`config.mk`:
```
export PLATFORM = sky130hd
export DESIGN_NAME = lcd_spi_init_sequencer
export DESIGN_NICKNAME = d
export VERILOG_FILES = /design/src/rtl/lcd_spi_init_sequencer.sv
export SDC_FILE = /design/constraint.sdc
export NUM_CORES = 1
export LEC_CHECK = 0
export BUFFER_PORTS_ARGS = -buffer_cell sky130_fd_sc_hd__buf_2
export CAP_MARGIN = 20
export CORE_MARGIN = 2
export CORE_UTILIZATION = 46
export DETAILED_ROUTE_END_ITERATION = 8
export PLACE_DENSITY_LB_ADDON = 0.25
export SLEW_MARGIN = 0
export SYNTH_ARGS = -nofsm -noshare
export SYNTH_HDL_FRONTEND = slang
export SYNTH_SLANG_ARGS = --single-unit
export TNS_END_PERCENT = 30
```
`constraint.sdc`:
```
create_clock -name clk_clk -period 2.68 [get_ports clk_clk]
set_input_delay 0.536 -clock clk_clk [delete_from_list [all_inputs] [get_ports clk_clk]]
set_output_delay 0.536 -clock clk_clk [all_outputs]
set_load 0.03 [all_outputs]
```
`src/rtl/lcd_spi_init_sequencer.sv`:
```
// LCD 3-wire SPI sequencer: replays a ROM init script (cmd/data/delay/end), then hands the link to a host port.
// One 9-bit frame per host_valid/host_ready handshake; host_ready is held low until the script has finished.
module lcd_spi_init_sequencer #(
  parameter int CLK_DIV    = 4,
  parameter int DELAY_UNIT = 50000,
  parameter int ADDR_W     = 8
) (
  input  logic              clk_clk,
  input  logic              reset_reset_n,
  output logic [ADDR_W-1:0] rom_addr,
  input  logic [9:0]        rom_data,
  input  logic              init_restart,
  input  logic              host_valid,
  input  logic              host_dc,
  input  logic [7:0]        host_data,
  output logic              host_ready,
  output logic              init_done,
  output logic              busy,
  output logic              lcd_sclk,
  output logic              lcd_cs_n,
  output logic              lcd_sdi
);

  localparam int DIVW = (CLK_DIV > 1) ? $clog2(CLK_DIV) : 1;
  localparam int DW   = 8 + $clog2(DELAY_UNIT);

  typedef enum logic [2:0] {
    S_FETCH, S_DECODE, S_SHIFT, S_GAP, S_DELAY, S_ADVANCE, S_DONE, S_HOST_IDLE
  } state_t;

  state_t          state, state_nxt;
  logic [DIVW-1:0] div_cnt;
  logic            div_end;
  logic            sclk_hi;
  logic [3:0]      bit_cnt;
  logic [8:0]      shreg;
  logic [DW-1:0]   dly_cnt;
  logic            host_frame;
  logic            restart;

  assign div_end = (div_cnt == DIVW'(CLK_DIV - 1));
  assign restart = init_restart && (state == S_DONE || state == S_HOST_IDLE);

  always_ff @(posedge clk_clk or negedge reset_reset_n) begin
    if (!reset_reset_n) state <= S_FETCH;
    else                state <= state_nxt;
  end

  always_comb begin
    state_nxt = state;
    case (state)
      S_FETCH:  state_nxt = S_DECODE;
      S_DECODE: begin
        case (rom_data[9:8])
          2'b00, 2'b01: state_nxt = S_SHIFT;
          2'b10:        state_nxt = (rom_data[7:0] == 8'd0) ? S_ADVANCE : S_DELAY;
          default:      state_nxt = S_DONE;
        endcase
      end
      S_SHIFT:  if (div_end && sclk_hi && bit_cnt == 4'd8) state_nxt = S_GAP;
      S_GAP:    if (div_end) state_nxt = host_frame ? S_HOST_IDLE : S_ADVANCE;
      S_DELAY:  if (dly_cnt == '0) state_nxt = S_ADVANCE;
      S_ADVANCE: state_nxt = (&rom_addr) ? S_DONE : S_FETCH;
      S_DONE:   state_nxt = init_restart ? S_FETCH : S_HOST_IDLE;
      S_HOST_IDLE: begin
        if (init_restart)    state_nxt = S_FETCH;
        else if (host_valid) state_nxt = S_SHIFT;
      end
      default:  state_nxt = S_FETCH;
    endcase
  end

  always_ff @(posedge clk_clk or negedge reset_reset_n) begin
    if (!reset_reset_n) begin
      rom_addr   <= '0;
      init_done  <= 1'b0;
      div_cnt    <= '0;
      sclk_hi    <= 1'b0;
      bit_cnt    <= 4'd0;
      shreg      <= 9'd0;
      dly_cnt    <= '0;
      host_frame <= 1'b0;
    end else begin
      case (state)
        S_DECODE: begin
          // type[0] doubles as the dc bit for command/data words
          if (state_nxt == S_SHIFT) begin
            shreg      <= rom_data[8:0];
            host_frame <= 1'b0;
          end else if (state_nxt == S_DELAY) begin
            dly_cnt <= DW'(rom_data[7:0]) * DW'(DELAY_UNIT) - DW'(1);
          end
        end
        S_HOST_IDLE: begin
          if (state_nxt == S_SHIFT) begin
            shreg      <= {host_dc, host_data};
            host_frame <= 1'b1;
          end
        end
        S_SHIFT: begin
          if (div_end) begin
            sclk_hi <= !sclk_hi;
            if (sclk_hi) begin
              shreg   <= {shreg[7:0], 1'b0};
              bit_cnt <= bit_cnt + 4'd1;
            end
          end
        end
        S_DELAY:   dly_cnt <= dly_cnt - DW'(1);
        S_ADVANCE: if (!(&rom_addr)) rom_addr <= rom_addr + ADDR_W'(1);
        default: ;
      endcase

      if (restart) begin
        rom_addr  <= '0;
        init_done <= 1'b0;
      end else if (state_nxt == S_DONE) begin
        init_done <= 1'b1;
      end

      // every state entry restarts the half-period timer and bit position
      if (state_nxt != state) begin
        div_cnt <= '0;
        sclk_hi <= 1'b0;
        bit_cnt <= 4'd0;
      end else if (state == S_SHIFT || state == S_GAP) begin
        div_cnt <= div_end ? '0 : div_cnt + DIVW'(1);
      end
    end
  end

  assign lcd_cs_n   = (state != S_SHIFT);
  assign lcd_sclk   = (state == S_SHIFT) && sclk_hi;
  assign lcd_sdi    = (state == S_SHIFT) && shreg[8];
  assign busy       = (state == S_SHIFT) || (state == S_GAP) || (state == S_DELAY);
  assign host_ready = (state == S_HOST_IDLE) && !init_restart;

endmodule

```
Word-level counts from Yosys, hierarchy flattened

Index checks and enable logic that the tools add are counted.

Register bits after elaboration: 53
Input port bits: 23
Output and inout bits: 14
Word-level logic and storage cells: 107

Add/subtract/negate cells: 5
Multipliers: 1
Equality and inequality tests: 23
Mux-type cells: 37
Reductions and logical operators: 32

Operator list:

| kind                                                                  | count |
|---|---|
| 24-bit two-way mux                                                    | 2 |
| 24-bit one-hot mux with 2 select lines                                | 1 |
| 24-bit by 1-bit subtractor with 24-bit output (second input constant) | 2 |
| 9-bit two-way mux                                                     | 4 |
| 9-bit one-hot mux with 3 select lines                                 | 1 |
| 24-bit logical NOT                                                    | 1 |
| 8-bit two-way mux                                                     | 3 |
| 3-bit one-hot mux with 8 select lines                                 | 1 |
| 3-bit two-way mux                                                     | 7 |
| 8-bit by 12-bit multiplier with 20-bit output (second input constant) | 1 |
| 3-bit == test (second input constant)                                 | 6 |
| 4-bit two-way mux                                                     | 4 |
| 2-bit nonzero test                                                    | 8 |
| 2-bit inequality test (second input constant)                         | 6 |
| 3-bit by 2-bit == test with 1-bit output (second input constant)      | 3 |
| 3-bit AND reduction                                                   | 3 |
| 8-bit by 1-bit adder with 8-bit output (second input constant)        | 1 |
| 8-bit logical NOT                                                     | 1 |
| 1-bit two-way mux                                                     | 8 |
| 2-bit two-way mux                                                     | 4 |
| 8-bit AND reduction                                                   | 1 |
| 1-bit logical AND                                                     | 6 |
| 3-bit one-hot mux with 2 select lines                                 | 1 |
| 5-bit AND reduction                                                   | 1 |
| other kinds (17)                                                      | 22 |

Logic depth before layout (Yosys ltp)

Gate-level depths: netlist (run 1).

Depth after elaboration: 9
Gate-level depth with buffers: 16
Mapped depth without buffers: 15

Worst setup path after synthesis (run 1)

Ideal clock, no wire load.

Path type: input-to-reg
From: in rom_data[2]
To: reg dly_cnt[22]
Library setup time: 0.127 ns
Arrival time: 4.501 ns
Data required time: 2.553 ns
Slack: -1.947 ns
Stages on the path: 15
Path buffers: 0
Cell sequence: ha_1 ha_1 inv_1 fa_1 inv_1 fa_1 ha_1 a21o_1 and4_1 or3_1 and2_1 or4_4 or4_4 nand3_1 nand3b_1

Cells in the longest elaborated chain, start to end: 7
Elaborated cells between the ends (all ways): 14
Classes of those cells: add/sub (1); mul (1); eq/ne (4); mux (6); reduce/logical (2)

Ends and longest elaborated chain:

| what                                                                                                  | RTL line | text |
|---|---|---|
| from (decl)                                                                                           | 11       | `input logic [9:0] rom_data,` |
| parallel branches: the longest is 7 deep, another holds 24-bit by 1-bit subtractor with 24-bit output | -        |  |
| to (signal assigned)                                                                                  | 91       | `dly_cnt <= DW'(rom_data[7:0]) * DW'(DELAY_UNIT) - DW'(1);` |
| to (signal assigned)                                                                                  | 109      | `S_DELAY: dly_cnt <= dly_cnt - DW'(1);` |
| to (decl)                                                                                             | 37       | `logic [DW-1:0] dly_cnt;` |

Parallel ways; which one is timed is not known. The select of a mux whose other input is x is not followed.
A chain may end at the register's enable or synchronous reset.

Final worst setup path (run 1)

Same ends and word-level chain as after synthesis.

==> impl_metrics.env, run 1 <==
export IMPL_synth_nets=686
export IMPL_violations="setup timing"
export IMPL_setup_ws_ps=-1560
export IMPL_yosys_warnings=0
export IMPL_grt_pass1_vias=4702
export IMPL_die_y_um=109
export IMPL_wl_per_cell_um=15.3
export IMPL_ys_seq_elements=53
export IMPL_ir_worst_vdd_uv=460
export IMPL_drtPass1Iterations=6
export IMPL_setup_violations=14
export IMPL_drcViolationCount=0
export IMPL_row_count=38
export IMPL_grt_pass1_wl_mm=21.5
export IMPL_leakagePower_nw=3.03
export IMPL_syn_area_mm2=0.00506
export IMPL_hold_viol=0
export IMPL_p_per_area_mw_per_mm2=894
export IMPL_cts_made_buffers=5
export IMPL_ys_seq_area_frac=0.262
export IMPL_drv_slew=0
export IMPL_cts_tree="built"
export IMPL_crit_required_ps=2870
export IMPL_netlist_instances=588
export IMPL_cts_max_level=2
export IMPL_grt_util_all_layers=0.223
export IMPL_dieArea_mm2=0.0119
export IMPL_final_cells=878
export IMPL_ys_async_sr_fraction=1.00
export IMPL_synth_edf_count=0
export IMPL_drtIter0Drc=242
export IMPL_grt_max_degree=26
export IMPL_numClockSinks=53
export IMPL_r2r_slack_ps=180
export IMPL_initial_utilization=0.469
export IMPL_synth_flop_cell="dfrtp_1"
export IMPL_dpl_cell_area_mm2=0.00627
export IMPL_max_cap_viol_count=0
export IMPL_place_inst=867
export IMPL_skew_ps=19.3
export IMPL_crit_path_start_kind="primary input"
export IMPL_ios=37
export IMPL_hp_class="primary input to async pin"
export IMPL_drt_vias_per_instance=5.59
export IMPL_ant_nets=0
export IMPL_worstSkewPairLatency_ps=320
export IMPL_status="finished, violations left"
export IMPL_path_cells="buf_8 > ha_4 > ha_4 > inv_2 > fa_1 > inv_1 > fa_1 > ha_4 > a21o_1 > and4_1 > or3_4 > and2_4 > or4_4 > or4_4 > nand3_1 > nand3b_1"
export IMPL_clk_pin_slew_ps=110
export IMPL_fin_crit_ps=4240
export IMPL_root_buffer="clkbuf_8"
export IMPL_cp_slowest_stage_delay_ps=520
export IMPL_gr_total_overflow=0
export IMPL_crit_path_end_kind="register"
export IMPL_core_mm2=0.0108
export IMPL_die_w_um=109
export IMPL_fmax_mhz=236
export IMPL_wl_mm=13.4
export IMPL_arrival_ps=4420
export IMPL_cts_max_path_buffers=2
export IMPL_worst_pin_slew_ps=616
export IMPL_antenna_cells=0
export IMPL_relSlewSlack=0.588
export IMPL_num_vias=4909
export IMPL_synth_cell_types=71
export IMPL_final_period_utilization=1.58
export IMPL_cts_hold_buffers=0
export IMPL_cp_max_fo=4
export IMPL_syn_avg_cell_area_um2=8.61
export IMPL_gp_congestion=0.876
export IMPL_total_power_w=0.00602
export IMPL_slowest_stage="fa_1"
export IMPL_critPathKind="primary input to register"
export IMPL_fin_setup_tns_ps=-16820
export IMPL_dpl_hpwl_mm=10.5
export IMPL_nNetsFinal=835
export IMPL_cpMostUsedCell="ha_4"
export IMPL_antenna_found_initial=0
export IMPL_area_growth_pct=33.1
export IMPL_final_area_mm2=0.00674
export IMPL_rsz0062_at_grt="true"
export IMPL_drive_gt1_frac=0.320
export IMPL_holdWs_ps=208
export IMPL_io_buffers=36
logic make-up (layout without fill, tap and decap cells):
kind of cell | count (synthesis) | count (layout) | synth area share
simple gates | 219 | 219 | 0.215
compound gates | 147 | 147 | 0.195
fa+ha+maj | 75 | 75 | 0.203
flops | 53 | 53 | 0.262
buf+inv | 48 | 198 | 0.0420
xor+xnor | 41 | 41 | 0.0724
mux | 5 | 5 | 0.0104
cells in the mapped netlist, types with 10 or more instances:
| cell type | number | share of area |
|---|---|---|
| a21oi_1 | 39 | 0.039 |
| clkbuf_1 | 13 | 0.0096 |
| dfrtp_1 | 53 | 0.26 |
| fa_1 | 12 | 0.047 |
| ha_1 | 63 | 0.16 |
| inv_1 | 27 | 0.020 |
| nand2_1 | 52 | 0.039 |
| nand3_1 | 12 | 0.012 |
| nand4_1 | 12 | 0.015 |
| nor2_1 | 62 | 0.046 |
| nor3_1 | 19 | 0.019 |
| nor4_1 | 10 | 0.012 |
| o21ai_0 | 28 | 0.028 |
| o22ai_1 | 12 | 0.015 |
| xnor2_1 | 15 | 0.026 |
| xor2_1 | 25 | 0.043 |
worst paths after layout:
path                               start  cells after the start           to
setup / recovery             rom_data[2]                     16  dly_cnt[22]
hold / removal             reset_reset_n                      1  rom_addr[6]
setup reg to reg                state[0]                      8     shreg[7]
hold reg to reg                 shreg[7]                      1     shreg[7]
max in group asynchronous  reset_reset_n                      2   dly_cnt[8]
min in group clk_clk            shreg[7]                      1     shreg[7]
layout make-up:
type | instances | area, um^2
multi-input combinational | 487 | 3870
inverter | 28 | 108
sequential | 53 | 1330
fill | 913 | 4060
tap | 140 | 175
timing repair buffer | 162 | 1160
clock buffer | 5 | 68.8
clock inverter | 3 | 25.0
critical path: cells and delay by family:
family	cells	cell delay (ps)
buffers and inverters	3	180
AO/OA/AOI/OAI	1	210
AND/OR/NAND/NOR	7	1760
adder cells (fa/ha/maj)	5	1750
registers in the layout, indices dropped and copies added (netlist names):
register and cells:
dly_cnt 24, shreg 9, rom_addr 8, bit_cnt 4, state 3, div_cnt 2, host_frame 1, init_done 1
sclk_hi 1
per-stage QoR:
stage / utilization / setup slack, ps
after floorplan: - / -1780
after detailed placement: 0.581 / -1990
after global placement: 0.581 / -1930
final: 0.624 / -1560
after global routing: 0.624 / -1700
after CTS: 0.604 / -1570
layout by cell type (no fill, tap or decap), types with 12 or more instances in the layout:
master | Yosys | layout
buf_4 | 1 | 122
inv_1 | 27 | 26
ha_1 | 63 | 49
o22ai_1 | 12 | 12
xor2_1 | 25 | 21
a21oi_1 | 39 | 36
dfrtp_1 | 53 | 53
nor2_1 | 62 | 59
nand2_1 | 52 | 51
xnor2_1 | 15 | 13
o21ai_0 | 28 | 22
buf_2 | 3 | 33
nor3_1 | 19 | 18
ha_4 | 0 | 13
nand4_1 | 12 | 12
where the power goes:
part           leakage [nW]  internal (W)  switching, W  total, W
clock                0.0447      0.000190      0.000295  0.000484
sequential            0.632       0.00113      0.000340   0.00147
combinational          2.35       0.00194       0.00212   0.00407
metal layers:
metal / global-route usage / up-vias / routed length [um]
met3: 0.0203 / 24 / 436
met5: 0 / - / 0
li1: - / 2445 / -
met2: 0.395 / 107 / 6710
met4: 0.0531 / 0 / 217
met1: 0.293 / 2333 / 6040
what timing repair did:
item	in CTS	in global routing
pin swaps	13	24
setup endpoints to repair	15	35
buffers inserted	0	3
endpoints found under the hold margin	0	0
gates resized for setup	28	33
Power figures use the tool's default switching activity.
==> inputs of run 2 (changes only) <==
--- a/config.mk
+++ b/config.mk
@@ -7,9 +7,11 @@
 export LEC_CHECK = 0
 export BUFFER_PORTS_ARGS = -buffer_cell sky130_fd_sc_hd__buf_2
 export CAP_MARGIN = 20
+export CORE_ASPECT_RATIO = 1.4
 export CORE_MARGIN = 2
 export CORE_UTILIZATION = 46
 export DETAILED_ROUTE_END_ITERATION = 8
+export MAX_ROUTING_LAYER = met4
 export PLACE_DENSITY_LB_ADDON = 0.25
 export SLEW_MARGIN = 0
 export SYNTH_ARGS = -nofsm -noshare
==> run 2 against run 1 <==
The run still ends with setup timing left. Sequential power hardly changed. Global-route usage is 1.5 points higher. Worst setup slack better by 5.1 ps. Total power is 2.8% higher. Via count is 1.3% higher. Final cell count is 0.57% higher. Register-to-register slack worse by 40 ps. Non-clock buffer count is 4 higher. Flip-flop and latch count stayed put. Routed wire length is 0.85% higher. First-iteration DRC count is 2.9% lower. Final area is 1.5% higher. Critical path type unchanged.
==> impl_metrics.env, run 2 (synthesized netlist as in run 1, its figures left out) <==
export IMPL_status="finished, violations left"
export IMPL_violations="setup timing"
export IMPL_ios=37
export IMPL_wl_per_cell_um=15.3
export IMPL_dp_slack_ps=-2020
export IMPL_p_per_area_mw_per_mm2=906
export IMPL_clk_pin_slew_ps=70
export IMPL_root_buffer="clkbuf_16"
export IMPL_grt_util_all_layers=0.238
export IMPL_critPathTopFamily="adder cells"
export IMPL_core_mm2=0.0108
export IMPL_dieArea_mm2=0.0119
export IMPL_regArea_mm2=0.00133
export IMPL_rsz0062_at_grt="true"
export IMPL_cpMostUsedCell="ha_4"
export IMPL_critPathKind="primary input to register"
export IMPL_drv_slew=0
export IMPL_gr_total_overflow=0
export IMPL_final_common_cell="buf_4"
export IMPL_setup_ws_ps=-1550
export IMPL_wl_mm=13.5
export IMPL_numClockSinks=53
export IMPL_grt_pass1_vias=5008
export IMPL_hp_class="primary input to async pin"
export IMPL_fin_crit_ps=4230
export IMPL_slowest_stage="fa_1"
export IMPL_hold_viol=0
export IMPL_nNetsFinal=839
export IMPL_cp_slowest_stage_delay_ps=550
export IMPL_worst_pin_slew_ps=680
export IMPL_final_cell_mix="buf_4, nor2_1, dfrtp_1, nand2_1, ha_1"
export IMPL_max_cap_viol_count=0
export IMPL_antenna_cells=0
export IMPL_cts_tree="built"
export IMPL_worstSkewPairLatency_ps=300
export IMPL_drive_gt1_frac=0.321
export IMPL_initial_utilization=0.468
export IMPL_path_cells="buf_2 > ha_4 > fa_1 > fa_1 > ha_4 > ha_4 > a21o_1 > a21o_2 > or3_4 > and2_4 > or4_4 > or4_4 > nand3_2 > nand3b_1"
export IMPL_area_growth_pct=35.0
export IMPL_final_period_utilization=1.58
export IMPL_dpl_cell_area_mm2=0.00628
export IMPL_drtIter0Drc=235
export IMPL_reg_top3="dly_cnt: 24 flops, shreg: 9 flops, rom_addr: 8 flops"
export IMPL_setup_violations=14
export IMPL_num_vias=4974
export IMPL_regMostFlops="dly_cnt"
export IMPL_final_area_mm2=0.00684
export IMPL_arrival_ps=4410
export IMPL_grt_pass1_wl_mm=22.5
export IMPL_antenna_found_initial=0
export IMPL_dpl_hpwl_mm=10.5
export IMPL_relSlewSlack=0.547
export IMPL_skew_ps=6.83
export IMPL_die_y_um=128
export IMPL_ir_worst_vdd_uv=410
export IMPL_fmax_mhz=236
export IMPL_drcViolationCount=0
export IMPL_multi_input_area_mm2=0.00388
export IMPL_row_count=45
export IMPL_cp_max_fo=8
export IMPL_largest_reg_flops=24
export IMPL_leakagePower_nw=3.08
export IMPL_crit_path_end_kind="register"
export IMPL_ant_nets=0
export IMPL_die_w_um=92.7
export IMPL_cts_max_level=2
export IMPL_path_buf_inv=1
export IMPL_grt_max_degree=54
export IMPL_gp_congestion=0.912
export IMPL_fillerInstances=959
export IMPL_drt_vias_per_instance=5.63
export IMPL_crit_required_ps=2860
export IMPL_crit_path_start_kind="primary input"
export IMPL_cts_made_buffers=5
export IMPL_io_buffers=36
export IMPL_cts_max_path_buffers=2
export IMPL_drtPass1Iterations=5
run 2: changes by cell type in the layout (fill, tap and decap cells not counted), moves of 2 or more:
cell | previous run | this run
clkbuf_8 | 5 | 0
a21oi_1 | 36 | 38
nor4_2 | 3 | 1
clkbuf_16 | 0 | 5
a21oi_2 | 5 | 3
nor4_1 | 7 | 9
buf_6 | 5 | 8
run 2: through the flow:
step | total power (W) | hold slack, ps | utilization | TNS, ps | std cells
final | 0.00619 | 360 | 0.632 | -17500 | 883
after global routing | 0.00669 | 423 | 0.632 | -19420 | 883
after CTS | 0.00591 | 392 | 0.612 | -18530 | 882
after detailed placement | 0.00509 | 488 | 0.581 | -27140 | 870
after global placement | 0.00497 | 486 | 0.581 | -25540 | 870
after floorplan | 0.00377 | 240 | - | -17640 | 588
run 2: layout make-up:
class	instances	area share
Tap cell	141	0.0258
Clock buffer	5	0.0183
Inverter	28	0.0157
Multi-Input combinational cell	487	0.567
Timing Repair Buffer	166	0.175
Clock inverter	3	0.00366
Sequential cell	53	0.194
run 2: layer usage:
metal,vias up,wire length [um],GRT usage
met5,-,0,-
met4,0,383,0.0640
met3,26,382,0.0194
met2,107,7240,0.447
met1,2399,5510,0.271
li1,2442,-,-
run 2: what timing repair did:
item	4_1_cts	5_1_grt
resized for setup	27	35
hold buffers	0	0
buffers inserted	4	3
endpoints found under the setup margin	15	32
pin swaps	16	25
run 2: path summary, 6_finish.rpt:
kind                                from          end  slack (ps)  depth (start not counted)
max reg2reg                     state[1]     shreg[7]         140                          9
max in group asynchronous  reset_reset_n   dly_cnt[5]        1870                          2
min reg2reg                  dly_cnt[11]  dly_cnt[11]         490                          1
min in group clk_clk         dly_cnt[11]  dly_cnt[11]         490                          1
min                        reset_reset_n  dly_cnt[19]         360                          2
max                          rom_data[3]  dly_cnt[22]       -1550                         14
run 2: where the power goes:
group	leakage, nW	switching (W)	total [W]	internal (W)
Sequential	0.632	0.000345	0.00148	0.00113
Clock	0.0708	0.000307	0.000661	0.000353
Combinational	2.38	0.00212	0.00405	0.00193
==> inputs of run 3 (changes only) <==
==> constraint.sdc (replaced) <==
create_clock -name clk_clk -period 4.95 [get_ports clk_clk]
set_input_delay 0.99 -clock clk_clk [delete_from_list [all_inputs] [get_ports clk_clk]]
set_output_delay 0.99 -clock clk_clk [all_outputs]
set_load 0.03 [all_outputs]
==> run 3 against run 2 <==
The run now ends clean. Routed wire length down 8.1%. Global-route usage down 1.7 points. Sequential share of layout area up 2.4 points. Worst setup slack better by 1700 ps. Highest routed layer unchanged.
==> impl_metrics.env, run 3 (synthesized netlist as in run 1, its figures left out) <==
export IMPL_io_buffers=36
export IMPL_die_y_um=128
export IMPL_gr_total_overflow=0
export IMPL_root_buffer="clkbuf_16"
export IMPL_p_sw_w=0.00136
export IMPL_max_cap_viol_count=0
export IMPL_cp_slowest_stage_delay_ps=530
export IMPL_grt_util_all_layers=0.221
export IMPL_grt_pass1_wl_mm=21.0
export IMPL_fin_setup_tns_ps=0
export IMPL_cp_max_fo=4
export IMPL_clockPowerShare=0.118
export IMPL_worstHoldStart="shreg[7]"
export IMPL_critPathKind="primary input to register"
export IMPL_core_mm2=0.0108
export IMPL_drv_slew=0
export IMPL_grt_pass1_vias=4597
export IMPL_setup_violations=0
export IMPL_slowest_stage="or4_4"
export IMPL_power_frac_seq=0.279
export IMPL_crit_path_start_kind="primary input"
export IMPL_drtPass1Iterations=4
export IMPL_regMostFlops="dly_cnt"
export IMPL_reg_top3="dly_cnt: 24 flops, shreg: 9 flops, rom_addr: 8 flops"
export IMPL_holdWs_ps=513
export IMPL_hold_depth=1
export IMPL_grt_max_degree=54
export IMPL_skew_ps=5.86
export IMPL_num_vias=4682
export IMPL_p_int_w=0.00163
export IMPL_critPathTopFamily="adder cells"
export IMPL_dpl_hpwl_mm=9.88
export IMPL_dieArea_mm2=0.0119
export IMPL_hp_class="register to register"
export IMPL_die_w_um=92.7
export IMPL_drtIter0Drc=258
export IMPL_final_cell_mix="buf_4, nor2_1, ha_1, dfrtp_1, nand2_1"
export IMPL_row_count=45
export IMPL_ir_worst_vdd_uv=215
export IMPL_clk_pin_slew_ps=70
export IMPL_drcViolationCount=0
export IMPL_p_per_area_mw_per_mm2=491
export IMPL_leakagePower_nw=2.75
export IMPL_cts_max_path_buffers=2
export IMPL_path_buf_inv=1
export IMPL_arrival_ps=4970
export IMPL_area_growth_pct=20.3
export IMPL_final_period_utilization=0.968
export IMPL_wl_mm=12.4
export IMPL_crit_required_ps=5130
export IMPL_hold_viol=0
export IMPL_antenna_found_initial=0
export IMPL_initial_utilization=0.468
export IMPL_swShare=0.456
export IMPL_largest_reg_flops=24
export IMPL_numClockSinks=53
export IMPL_crit_cells=14
export IMPL_fmax_mhz=209
export IMPL_cts_tree="built"
export IMPL_antenna_cells=0
export IMPL_ios=37
export IMPL_status="complete, no violations"
export IMPL_reg2reg_from="state[2]"
export IMPL_worst_pin_slew_ps=744
export IMPL_fin_crit_ps=4790
export IMPL_post_cts_buffers=0
export IMPL_worstSkewPairLatency_ps=290
export IMPL_path_cells="buf_2 > ha_4 > fa_1 > fa_1 > ha_1 > ha_1 > xor2_2 > o31a_1 > or3_4 > and2_4 > or4_4 > or4_4 > nand3_1 > nand3b_1"
export IMPL_drt_vias_per_instance=5.68
export IMPL_cts_max_level=2
export IMPL_gp_congestion=0.867
export IMPL_reg2reg_depth=11
export IMPL_nNetsFinal=781
export IMPL_final_common_cell="buf_4"
export IMPL_combinationalPowerShare=0.603
export IMPL_relSlewSlack=0.504
export IMPL_drive_gt1_frac=0.219
export IMPL_crit_path_end_kind="register"
export IMPL_cts_made_buffers=5
export IMPL_ant_nets=0
export IMPL_wl_per_cell_um=15.1
export IMPL_startpoint="rom_data[3]"
## run 3: area by class of cell
cell class,count,area (um^2)
clock inverters,3,25.0
well taps,141,176
fillers,1012,4720
multi-input cells,487,3610
clock buffers,5,125
repair buffers,108,721
inverters,28,108
flip-flops and latches,53,1330
## run 3: metrics by stage
stage	utilization	worst slack (ps)	std cells	instance area [um^2]	total power [W]
after floorplan	-	10.8	588	5100	0.00204
after global placement	0.545	-146	817	5890	0.00256
after detailed placement	0.545	-212	817	5890	0.00262
after CTS	0.558	92.1	825	6040	0.00298
after global routing	0.563	-7.54	825	6090	0.00326
final	0.563	158	825	6090	0.00299
## run 3: worst paths after layout
| kind | to | slack, ps |
|---|---|---|
| setup / recovery | dly_cnt[22] | 160 |
| hold / removal | shreg[7] | 510 |
| setup reg to reg | shreg[7] | 1530 |
| hold reg to reg | shreg[7] | 510 |
| max in group asynchronous | dly_cnt[9] | 3670 |
| min in group asynchronous | dly_cnt[19] | 810 |
## run 3: timing repair
action / 4_1_cts / 5_1_grt
setup endpoints to repair: 0 / 5
hold buffers: 0 / 0
gates resized for setup: 0 / 8
## run 3: per-layer routing
metal	track usage	vias up	share of wire	wire length, um
met3	0.0206	17	0.022	271
met4	0.0761	0	0.019	240
li1	-	2333	-	-
met5	-	-	0	0
met2	0.385	68	0.53	6570
met1	0.268	2264	0.43	5350
## run 3: worst reg2reg max path, stage by stage, from the launching register on
cell and delay [ps]:
dfrtp_1 760, inv_4 110, nand2_2 200, nor2_4 50, inv_1 330, nor4_1 110
a31o_2 250, or2_1 270, or3_1 450, o22ai_2 160, buf_4 250, mux2_2 350
## run 3: power groups by stage
stage	sequential, W	clock, W	combinational [W]
3_3_place_gp	0.000826	0	0.00173
5_1_grt	0.000865	0.000378	0.00201
4_1_cts	0.000829	0.000363	0.00179
2_1_floorplan	0.000822	0	0.00121
6_report	0.000834	0.000354	0.00180
3_5_place_dp	0.000835	0	0.00178
